File: src/rtl/argmax_classifier_pkg.sv
// -----------------------------------------------------------------------------
// argmax_classifier_pkg
//
// Shared definitions for the network output stage:
//   - argmax_state_t     : IDLE / SCAN / PUBLISH controller states
//   - ARGMAX_CMP_W       : width the compare helper works at (element widths
//                          up to this value are supported)
//   - argmax_index_width : class-index width for a vector length, minimum 1
//   - argmax_beats       : signed "strictly greater" step used to update a
//                          running maximum; kept here so a top-k reducer can
//                          reuse the same ordering rule
// -----------------------------------------------------------------------------
package argmax_classifier_pkg;

    typedef enum logic [1:0] {
        ARGMAX_IDLE    = 2'd0,
        ARGMAX_SCAN    = 2'd1,
        ARGMAX_PUBLISH = 2'd2
    } argmax_state_t;

    localparam int ARGMAX_CMP_W = 64;

    function automatic int argmax_index_width(input int n);
        return (n > 1) ? $clog2(n) : 1;
    endfunction

    // Strictly greater: a candidate equal to the incumbent never wins, so a
    // running maximum keeps the lowest index among equal values.
    function automatic logic argmax_beats(
        input logic signed [ARGMAX_CMP_W-1:0] cand,
        input logic signed [ARGMAX_CMP_W-1:0] incumbent
    );
        return cand > incumbent;
    endfunction

endpackage

File: src/rtl/argmax_classifier.sv
// -----------------------------------------------------------------------------
// argmax_classifier
//
// Output stage of the network: captures the signed score vector on an
// inputs_ready pulse, scans it one element per cycle and publishes the index
// and value of the maximum. Latency from the capturing edge to outputs_ready
// is NUM_INPUTS cycles; a new vector is accepted during the outputs_ready
// cycle.
//
// Parameters:
//   DATA_WIDTH  - width of each signed element (<= ARGMAX_CMP_W)
//   NUM_INPUTS  - vector length / number of classes (>= 1)
//   INDEX_WIDTH - class index width, $clog2(NUM_INPUTS) with a minimum of 1
//
// Ports:
//   clock         in   rising-edge clock
//   reset         in   asynchronous, active-low reset
//   inputs_ready  in   one-cycle pulse, inputs valid
//   inputs        in   NUM_INPUTS x DATA_WIDTH two's-complement scores
//   class_index   out  index of the maximum (lowest index on ties)
//   max_value     out  value of the maximum
//   margin        out  max minus second-highest, unsigned DATA_WIDTH+1
//   outputs_ready out  one-cycle pulse, result registers just updated
//   busy          out  high while a vector is being processed
//   overrun       out  sticky, inputs_ready arrived while busy (dropped)
//
// Build option:
//   ARGMAX_MARGIN_EN - when defined, the scan also tracks the second-highest
//                      value and margin reports max - second. When undefined
//                      that logic is absent and margin is tied to 0.
// -----------------------------------------------------------------------------
module argmax_classifier
    import argmax_classifier_pkg::*;
#(
    parameter int DATA_WIDTH  = 32,
    parameter int NUM_INPUTS  = 10,
    parameter int INDEX_WIDTH = argmax_index_width(NUM_INPUTS)
) (
    input  logic                                  clock,
    input  logic                                  reset,
    input  logic                                  inputs_ready,
    input  logic [NUM_INPUTS-1:0][DATA_WIDTH-1:0] inputs,
    output logic [INDEX_WIDTH-1:0]                class_index,
    output logic [DATA_WIDTH-1:0]                 max_value,
    output logic [DATA_WIDTH:0]                   margin,
    output logic                                  outputs_ready,
    output logic                                  busy,
    output logic                                  overrun
);

    localparam logic [INDEX_WIDTH-1:0] LAST_IDX = INDEX_WIDTH'(NUM_INPUTS - 1);

    // Sign-extend an element to the width the shared compare helper uses.
    function automatic logic signed [ARGMAX_CMP_W-1:0] widen(input logic [DATA_WIDTH-1:0] v);
        return ARGMAX_CMP_W'(signed'(v));
    endfunction

    argmax_state_t          state_q, state_d;
    logic [INDEX_WIDTH-1:0] cnt_q, cnt_d;
    logic [DATA_WIDTH-1:0]  max_q, max_d;
    logic [INDEX_WIDTH-1:0] idx_q, idx_d;
    logic [INDEX_WIDTH-1:0] class_index_q, class_index_d;
    logic [DATA_WIDTH-1:0]  max_value_q, max_value_d;
    logic                   outputs_ready_q, outputs_ready_d;
    logic                   overrun_q, overrun_d;
    logic                   load_en;
    logic [DATA_WIDTH-1:0]  elem;
    logic [DATA_WIDTH-1:0]  data_q [NUM_INPUTS];

`ifdef ARGMAX_MARGIN_EN
    localparam logic [DATA_WIDTH-1:0] MOST_NEG = {1'b1, {(DATA_WIDTH-1){1'b0}}};

    logic [DATA_WIDTH-1:0] second_q, second_d;
    logic [DATA_WIDTH:0]   margin_q, margin_d;
    logic [DATA_WIDTH:0]   margin_calc;

    // max >= second always holds, so the DATA_WIDTH+1 difference of the
    // sign-extended operands is non-negative and never wraps. A single-element
    // vector has no runner-up; report 0 rather than distance to the seed.
    assign margin_calc = (NUM_INPUTS == 1) ? '0
                       : (DATA_WIDTH+1)'(signed'(max_q)) - (DATA_WIDTH+1)'(signed'(second_q));
`endif

    // NOTE: every combinational output gets a default before the case so no
    // path leaves it unassigned, which would otherwise infer a latch.
    always_comb begin
        state_d         = state_q;
        cnt_d           = cnt_q;
        max_d           = max_q;
        idx_d           = idx_q;
        class_index_d   = class_index_q;
        max_value_d     = max_value_q;
        outputs_ready_d = 1'b0;
        overrun_d       = overrun_q | (inputs_ready & (state_q != ARGMAX_IDLE));
        load_en         = 1'b0;
        elem            = data_q[cnt_q];
`ifdef ARGMAX_MARGIN_EN
        second_d        = second_q;
        margin_d        = margin_q;
`endif

        case (state_q)
            ARGMAX_IDLE: begin
                if (inputs_ready) begin
                    // Seed straight from the port: element 0 is already the
                    // running max, so the scan starts at element 1.
                    load_en = 1'b1;
                    max_d   = inputs[0];
                    idx_d   = '0;
                    cnt_d   = INDEX_WIDTH'(1);
`ifdef ARGMAX_MARGIN_EN
                    second_d = MOST_NEG;
`endif
                    state_d = (NUM_INPUTS == 1) ? ARGMAX_PUBLISH : ARGMAX_SCAN;
                end
            end

            ARGMAX_SCAN: begin
                if (argmax_beats(widen(elem), widen(max_q))) begin
                    max_d = elem;
                    idx_d = cnt_q;
`ifdef ARGMAX_MARGIN_EN
                    second_d = max_q;  // demoted max becomes the runner-up
`endif
                end
`ifdef ARGMAX_MARGIN_EN
                // Not above the max but above the runner-up; an element equal
                // to the max lands here too, which drives margin to 0 on ties.
                else if (argmax_beats(widen(elem), widen(second_q))) begin
                    second_d = elem;
                end
`endif
                cnt_d = cnt_q + INDEX_WIDTH'(1);
                if (cnt_q == LAST_IDX) begin
                    state_d = ARGMAX_PUBLISH;
                end
            end

            ARGMAX_PUBLISH: begin
                class_index_d   = idx_q;
                max_value_d     = max_q;
`ifdef ARGMAX_MARGIN_EN
                margin_d        = margin_calc;
`endif
                outputs_ready_d = 1'b1;
                state_d         = ARGMAX_IDLE;
            end

            default: state_d = ARGMAX_IDLE;
        endcase
    end

    // NOTE: state uses non-blocking assignments so every register samples the
    // pre-edge values; blocking assignments here would chain updates in order.
    always_ff @(posedge clock or negedge reset) begin
        if (!reset) begin
            state_q         <= ARGMAX_IDLE;
            cnt_q           <= '0;
            max_q           <= '0;
            idx_q           <= '0;
            class_index_q   <= '0;
            max_value_q     <= '0;
            outputs_ready_q <= 1'b0;
            overrun_q       <= 1'b0;
`ifdef ARGMAX_MARGIN_EN
            second_q        <= '0;
            margin_q        <= '0;
`endif
        end else begin
            state_q         <= state_d;
            cnt_q           <= cnt_d;
            max_q           <= max_d;
            idx_q           <= idx_d;
            class_index_q   <= class_index_d;
            max_value_q     <= max_value_d;
            outputs_ready_q <= outputs_ready_d;
            overrun_q       <= overrun_d;
`ifdef ARGMAX_MARGIN_EN
            second_q        <= second_d;
            margin_q        <= margin_d;
`endif
        end
    end

    // NOTE: the score buffer is deliberately cleared on reset so no stale
    // vector survives it; this costs a reset on each flop and keeps the buffer
    // out of RAM inference.
    always_ff @(posedge clock or negedge reset) begin
        if (!reset) begin
            for (int i = 0; i < NUM_INPUTS; i++) begin
                data_q[i] <= '0;
            end
        end else if (load_en) begin
            for (int i = 0; i < NUM_INPUTS; i++) begin
                data_q[i] <= inputs[i];
            end
        end
    end

    assign class_index   = class_index_q;
    assign max_value     = max_value_q;
    assign outputs_ready = outputs_ready_q;
    assign busy          = (state_q != ARGMAX_IDLE);
    assign overrun       = overrun_q;
`ifdef ARGMAX_MARGIN_EN
    assign margin        = margin_q;
`else
    assign margin        = '0;
`endif

endmodule

File: config.mk
export PLATFORM = sky130hd
export DESIGN_NAME = argmax_classifier
export DESIGN_NICKNAME = d
export VERILOG_FILES = /design/src/rtl/argmax_classifier_pkg.sv /design/src/rtl/argmax_classifier.sv
export SDC_FILE = /design/constraint.sdc
export NUM_CORES = 1
export LEC_CHECK = 0
export BUFFER_PORTS_ARGS = -buffer_cell sky130_fd_sc_hd__buf_4
export CORE_AREA = 2 2 196 198
export CTS_CLUSTER_SIZE = 28
export DETAILED_ROUTE_END_ITERATION = 8
export DIE_AREA = 0 0 198 200
export PLACE_DENSITY = 0.87
export RECOVER_POWER = 50
export SLEW_MARGIN = 0
export SYNTH_ARGS = -nofsm -noshare
export SYNTH_HDL_FRONTEND = slang
export SYNTH_SLANG_ARGS = --single-unit
File: constraint.sdc
create_clock -name clock -period 3.9 [get_ports clock]
set_clock_uncertainty 0.05 [all_clocks]
set_input_delay 0.975 -clock clock [delete_from_list [all_inputs] [get_ports clock]]
set_output_delay 0.975 -clock clock [all_outputs]
set_load 0.03 [all_outputs]
==> impl_results.md, run 1 <==
- Top-count cell post-synth: dfrtp_1
- Least-Margin Pin Slew: approximately 2.3 ns
- Crit Path Max Fanout: 9
- Drt pass-1 iters: 5
- Hold Buf Count CTS: 0
- Hold Fails Final Rpt: 0
- Final WL: 48200 um
- Final period utilization: 0.994
- Ys Warns: 0
- Routed wire length per instance: 21.7 um
- Tmin final: 3.88 ns
- Pre-CTS setup slack: -0.0265 ns
- Post-detailed-route count of antenna-violating nets: 0
- Via density: 5.43
- Max Buffers Root-to-Sink: 3
- Post-synthesis compound-gate area fraction: 0.0306
- Fin Hold WS: 0.428 ns
- CTS H-tree depth: 2
- Vias in the first global route: 12900
- Top_reg_cell synth: dfrtp_1
- Startpoint types: flop
- Largest net degree at the start of global routing: 155
- Number of max-cap violations: 1
- Maximum vdd drop: 0.622 mV
- Fmax: roughly 260 MHz
- All-Layer GR Usage: 0.242
- Worst EP arrival: 4.25 ns
- R2r setup slk: ~0.022 ns
- Via count: 12000
- Power density over cell area: about 970 mW/mm2
- Boundary Pins: just under 400
- Area after DPL: between 0.02 and 0.025 mm2
- Post-synthesis xor/xnor area fraction: 0.000471
- Final Core Density: 0.637
- Antenna violations before repair: 2
- Final net count: 2032
- Area share of fa/ha/maj cells after synthesis: 0.0229
- Hold Startpoint: max_value[14]
- Syn Std Cell Area: 0.0186 mm2
- Root buffer cell: clkbuf_16
- CTS Sinks: 400
- Post-route DRC: 0
- Placed cells: about 2100
- Hold EP: max_value[14]
- Site Rows: between 70 and 80
- Reg2Reg Depth: 16
- Mean area per synthesized cell: 14.5 um2
- Fin cells: 2219
- Clock Pin Slew Worst Setup and Hold Paths: approximately 0.06 ns
- Final worst slack: 0.0219 ns
- Failing checks: max-capacitance violations, max-slew violations
- First-pass GRT wire length: 73100 um
- EDFF count, synth: 0
- Yosys reg bits: 400
- P&R area growth vs syn: 28.2%
- Post-synthesis mux area share: 0.345
- Pleak: 10.9 nW
- Starting density of the core: 0.497
- Critical path required time: 4.27 ns
- Detailed placement HPWL: 32900 um
- R2R Path End: max_q[26]
- Max-slew headroom: -0.529
- RSZ-0062 raised after global routing: true
- Slew Limit Fails: 88
- 1st-iter DRT viols: 464
- Setup-failing EPs final: 0
- Chip height: 200 um
- Top post-synthesis cells by count: dfrtp_1, mux2_2, mux2i_1
- Post-route cell area: 0.0238 mm2
- Total CTS buffers: 44
- Yosys top cell area share: 0.539
- Post-Synth Simple-Gate Area: 0.0189
- Core area: 0.0374 mm2
- Hold depth: 2
- Syn Inst Count: 1283
- GP Congestion: 0.826
- Port bufs: 361
- Clk Latency, worst-skew pair: 0.57 ns
- Die extent in x: 198 um
- Layout cells sized above 1: 0.543
- CP Capture Type: flop
- Asr flop ratio synth: 1.00
- GRT overflow: 0
- Most area-consuming cells after synthesis: dfrtp_1, mux2_2, mux4_2
- Status: complete, but fails checks
- Setup Crit Path Kind: reg -> reg
- Main combinational cell family by area after synthesis: multiplexers
- Hold Path Class: reg -> reg
- Die ar.: 0.0396 mm2
- Worst r2r src: cnt_q[0]
- Synth unique cells: 42
- Synth area leader: dfrtp_1
- Seq/Total Area, Yosys: 0.539
- TritonCTS clock tree: yes
worst max-delay path by stage:
stage / start / end / slack, ns / depth (start not counted)
after floorplan: cnt_q[0] / idx_q[0] / 0.06 / 14
after global placement: cnt_q[0] / max_q[21] / 0.05 / 13
after detailed placement: cnt_q[0] / max_q[22] / -0.03 / 13
after CTS: cnt_q[0] / max_q[22] / 0.0007 / 14
after global routing: cnt_q[0] / max_q[15] / -0.16 / 15
final: cnt_q[0] / max_q[26] / 0.02 / 16
placed cells by master (no fill, tap or decap), drive strengths merged, types with 2 or more instances in the layout:
master	count
clkbuf	68
mux4	64
mux2	326
inv	39
nor2	8
bufinv	3
o211ai	2
ha	34
o21ai	36
clkinvlp	2
nor2b	2
a21oi	14
nand2	44
o22ai	32
a21boi	2
clkinv	8
nand3	6
diode	3
conb	33
mux2i	129
buf	423
and2	2
nand2b	2
nor3	2
nand4	7
a21o	3
dfrtp	400
final cells by class:
cell class / instances / area (um2)
multi-input cells: 761 / 8070
diodes: 3 / 7.51
clock buffers: 62 / 1260
clock inverters: 14 / 154
well taps: 511 / 639
flip-flops and latches: 400 / 10000
repair buffers: 430 / 3530
fillers: 2739 / 13600
inverters: 38 / 143
critical path: stages (launching register included):
cell,delay (ns)
dfrtp_4,0.50
buf_12,0.17
buf_16,0.15
buf_8,0.14
mux4_2,0.50
mux2i_1,0.16
o22ai_1,0.13
ha_1,0.33
nand4_1,0.15
nor3_2,0.21
buf_4,0.17
a31oi_4,0.09
and2_4,0.17
a21oi_2,0.19
nand3_4,0.24
clkbuf_16,0.26
mux2i_1,0.12
kinds of logic after synthesis:
kind of cell,after synthesis
flip-flops,400
adder cells (fa/ha/maj),34
AO/OA/AOI/OAI,96
XOR/XNOR,1
buffers and inverters,154
AND/OR/NAND/NOR,78
multiplexers,519
other,1
timing repair:
item,in CTS,in global routing
setup buffers,4,27
setup endpoints to repair,10,36
pin swaps,2,18
cloned,3,3
gates resized for setup,7,36
through the flow:
stage / total power [mW] / setup TNS [ns]
global route: 24.6 / -4.89
detailed placement: 17.7 / -0.0267
CTS: 22.3 / 0
global placement: 17.2 / 0
floorplan: 14.9 / 0
finish: 23.2 / 0
sequential cells by signal (all words and copies together), names as in the netlist:
signal	flops
cnt_q	4
max_q	32
class_index	4
idx_q	4
max_value	32
state_q	2
overrun	1
data_q	320
outputs_ready	1
per-layer routing:
layer	vias up	global-route usage	part of all wire	routed length, um
met3	102	0.0487	0.056	2720
met1	6145	0.310	0.41	19700
li1	5411	-	-	-
met2	381	0.401	0.50	23900
met5	-	0	0	0
met4	0	0.107	0.039	1890
power breakdown:
| group | internal [mW] | leakage [nW] | switching, mW |
|---|---|---|---|
| sequential | 6.30 | 4.80 | 1.13 |
| combinational | 6.30 | 5.44 | 5.31 |
| clock | 2.44 | 0.695 | 1.67 |
Power figures use the tool's default switching activity.
==> inputs of run 2 (changes only) <==
Settings changed: REMOVE_ABC_BUFFERS from default to 1.
Clock period 3.9 ns to 3.4 ns, I/O delays scaled along.
==> run 2 against run 1 <==
Net effect: the flow finishes with violations (max-capacitance violations, max-slew violations, negative setup slack); combinational power up 9%; sequential cell count unchanged; global-route usage decreased by 0.15 points; utilization fell by 0.39 points; design area fell by 0.62%; routed wire length shrank 3.0%; fmax decreased by 0.31%; total power rose by 12%; setup slack got worse by 0.51 ns; cell count is 0.23% higher; critical path type unchanged; highest routed layer is now met5.
==> impl_results.md, run 2 (synthesis gave the netlist of run 1 again) <==
- Status: complete, but fails checks
- Failing checks: max-capacitance violations, max-slew violations, negative setup slack
- All-Layer GR Usage: 0.240
- Hold Path Class: reg -> reg
- Inserted Diodes: 0
- Starting density of the core: 0.497
- Pre-CTS setup slack: -0.469 ns
- Power density over cell area: between 1000 and 1500 mW/mm2
- Routed wire length per instance: 21.0 um
- Fmax: 257 MHz
- Post-route DRC: 0
- Maximum vdd drop: 0.665 mV
- GP Congestion: about 0.81
- Chip height: about 200 um
- Total CTS buffers: 44
- CP Capture Type: flop
- Layout cells sized above 1: 0.532
- Commonest non-fill, non-tap cell in the layout: buf_4
- Via count: 12000
- Root buffer cell: clkbuf_16
- Worst path max stage delay: about 0.48 ns
- Fin Hold WS: about 0.41 ns
- Worst EP arrival: 4.28 ns
- Worst-path cell chain: buf_12 -> buf_6 -> mux4_2 -> mux2i_1 -> o22ai_2 -> ha_1 -> a21o_1 -> nand3_1 -> a21oi_1 -> a2111o_1 -> or3b_4 -> nand3_4 -> buf_4 -> mux2_2
- First-pass GRT wire length: 72600 um
- Drt pass-1 iters: 5
- Number of max-cap violations: 1
- CTS Sinks: 400
- Max Buffers Root-to-Sink: 3
- Antenna violations before repair: 1
- Port bufs: 361
- Hold Buf Count CTS: 0
- Core area: 0.0374 mm2
- Least-Margin Pin Slew: 1.67 ns
- Vias in the first global route: 13200
- Site Rows: 71
- Cell family with most CP delay: multiplexers
- TritonCTS clock tree: yes
- 1st-iter DRT viols: approximately 500
- Combinational power share: 0.488
- Max-slew headroom: -0.111
- Slew Limit Fails: 29
- Final WL: 46800 um
- Final worst slack: -0.490 ns
- Tmin final: 3.89 ns
- Startpoint types: flop
- Critical path required time: 3.79 ns
- Post-detailed-route count of antenna-violating nets: 0
- Commonest non-fill, non-tap cells in the layout: buf_4, dfrtp_1, mux2_2
- CTS H-tree depth: 2
- Die extent in x: 198 um
- GRT overflow: 0
- Setup-failing EPs final: 36
- Final net count: between 2000 and 2500
- P&R area growth vs syn: 27.4%
- Pleak: 10.9 nW
- Detailed placement HPWL: 32800 um
- Clock Pin Slew Worst Setup and Hold Paths: 0.06 ns
- Boundary Pins: a little under 400
- Final period utilization: 1.14
- Hold Fails Final Rpt: 0
- Crit Path Max Fanout: 16
- Largest net degree at the start of global routing: 91
- Top reg by flops: data_q
- Setup Crit Path Kind: reg -> reg
- Max reg flops: 320
- WP buf/inv: 3
- Seq pwr share: 0.328
- RSZ-0062 raised after global routing: true
- Slowest CP cell: mux4_2
- Internal power: 17.0 mW
- P_sw: 8.98 mW
- Clk Latency, worst-skew pair: 0.56 ns
- Clock power frac: 0.185
- Via density: about 5.4
- Switch share: 0.345
- Die ar.: 0.0396 mm2
-- run 2: power by group through the flow --
stage	Sequential, mW	Combinational [mW]	Clock, mW
final	8.53	12.7	4.80
after global routing	8.79	13.8	5.10
after CTS	8.53	12.7	4.90
after detailed placement	8.57	11.9	0
after global placement	8.42	11.5	0
after floorplan	8.87	7.60	0
-- run 2: layer usage --
metal / GRT usage / vias up / share of wire
met1: 0.306 / 6114 / 0.41
met2: 0.406 / 395 / 0.50
met5: 0 / - / 0.00026
met4: 0.0852 / 2 / 0.034
met3: 0.0554 / 102 / 0.062
li1: - / 5407 / -
-- run 2: through the flow --
step	cell area (um2)	setup TNS, ns	util	std cells	total power [mW]
CTS	23700	-14.41	0.634	2220	26.2
detailed placement	22100	-15.42	0.590	2127	20.5
global placement	22100	-15.88	0.590	2127	20.0
global route	23700	-21.24	0.633	2224	27.7
finish	23700	-15.16	0.633	2224	26.0
floorplan	18000	-4531.39	-	1199	16.5
-- run 2: final timing paths --
| path | start | to | depth (start not counted) | slack (ns) |
|---|---|---|---|---|
| min in group asynchronous | reset | data_q[93] | 1 | 0.67 |
| worst min-delay path | overrun | overrun | 1 | 0.41 |
| worst max-delay path | cnt_q[0] | idx_q[0] | 14 | -0.49 |
| worst min register to register | overrun | overrun | 1 | 0.41 |
| max in group asynchronous | reset | data_q[38] | 2 | 0.60 |
| worst max register to register | cnt_q[0] | idx_q[0] | 14 | -0.49 |
-- run 2: cell type report --
class / instances / area, um2
Clock buffer: 61 / 1270
Clock inverter: 14 / 176
Fill cell: 2647 / 13700
Inverter: 38 / 143
Multi-Input combinational cell: 761 / 7950
Sequential cell: 400 / 10000
Tap cell: 511 / 639
Timing Repair Buffer: 439 / 3480
-- run 2: what timing repair did --
action                                  4_1_cts  5_1_grt
endpoints found under the setup margin       36       36
pin swaps                                     4        4
gates resized for setup                      10        6
gates cloned                                  1        0
setup buffers                                17        4
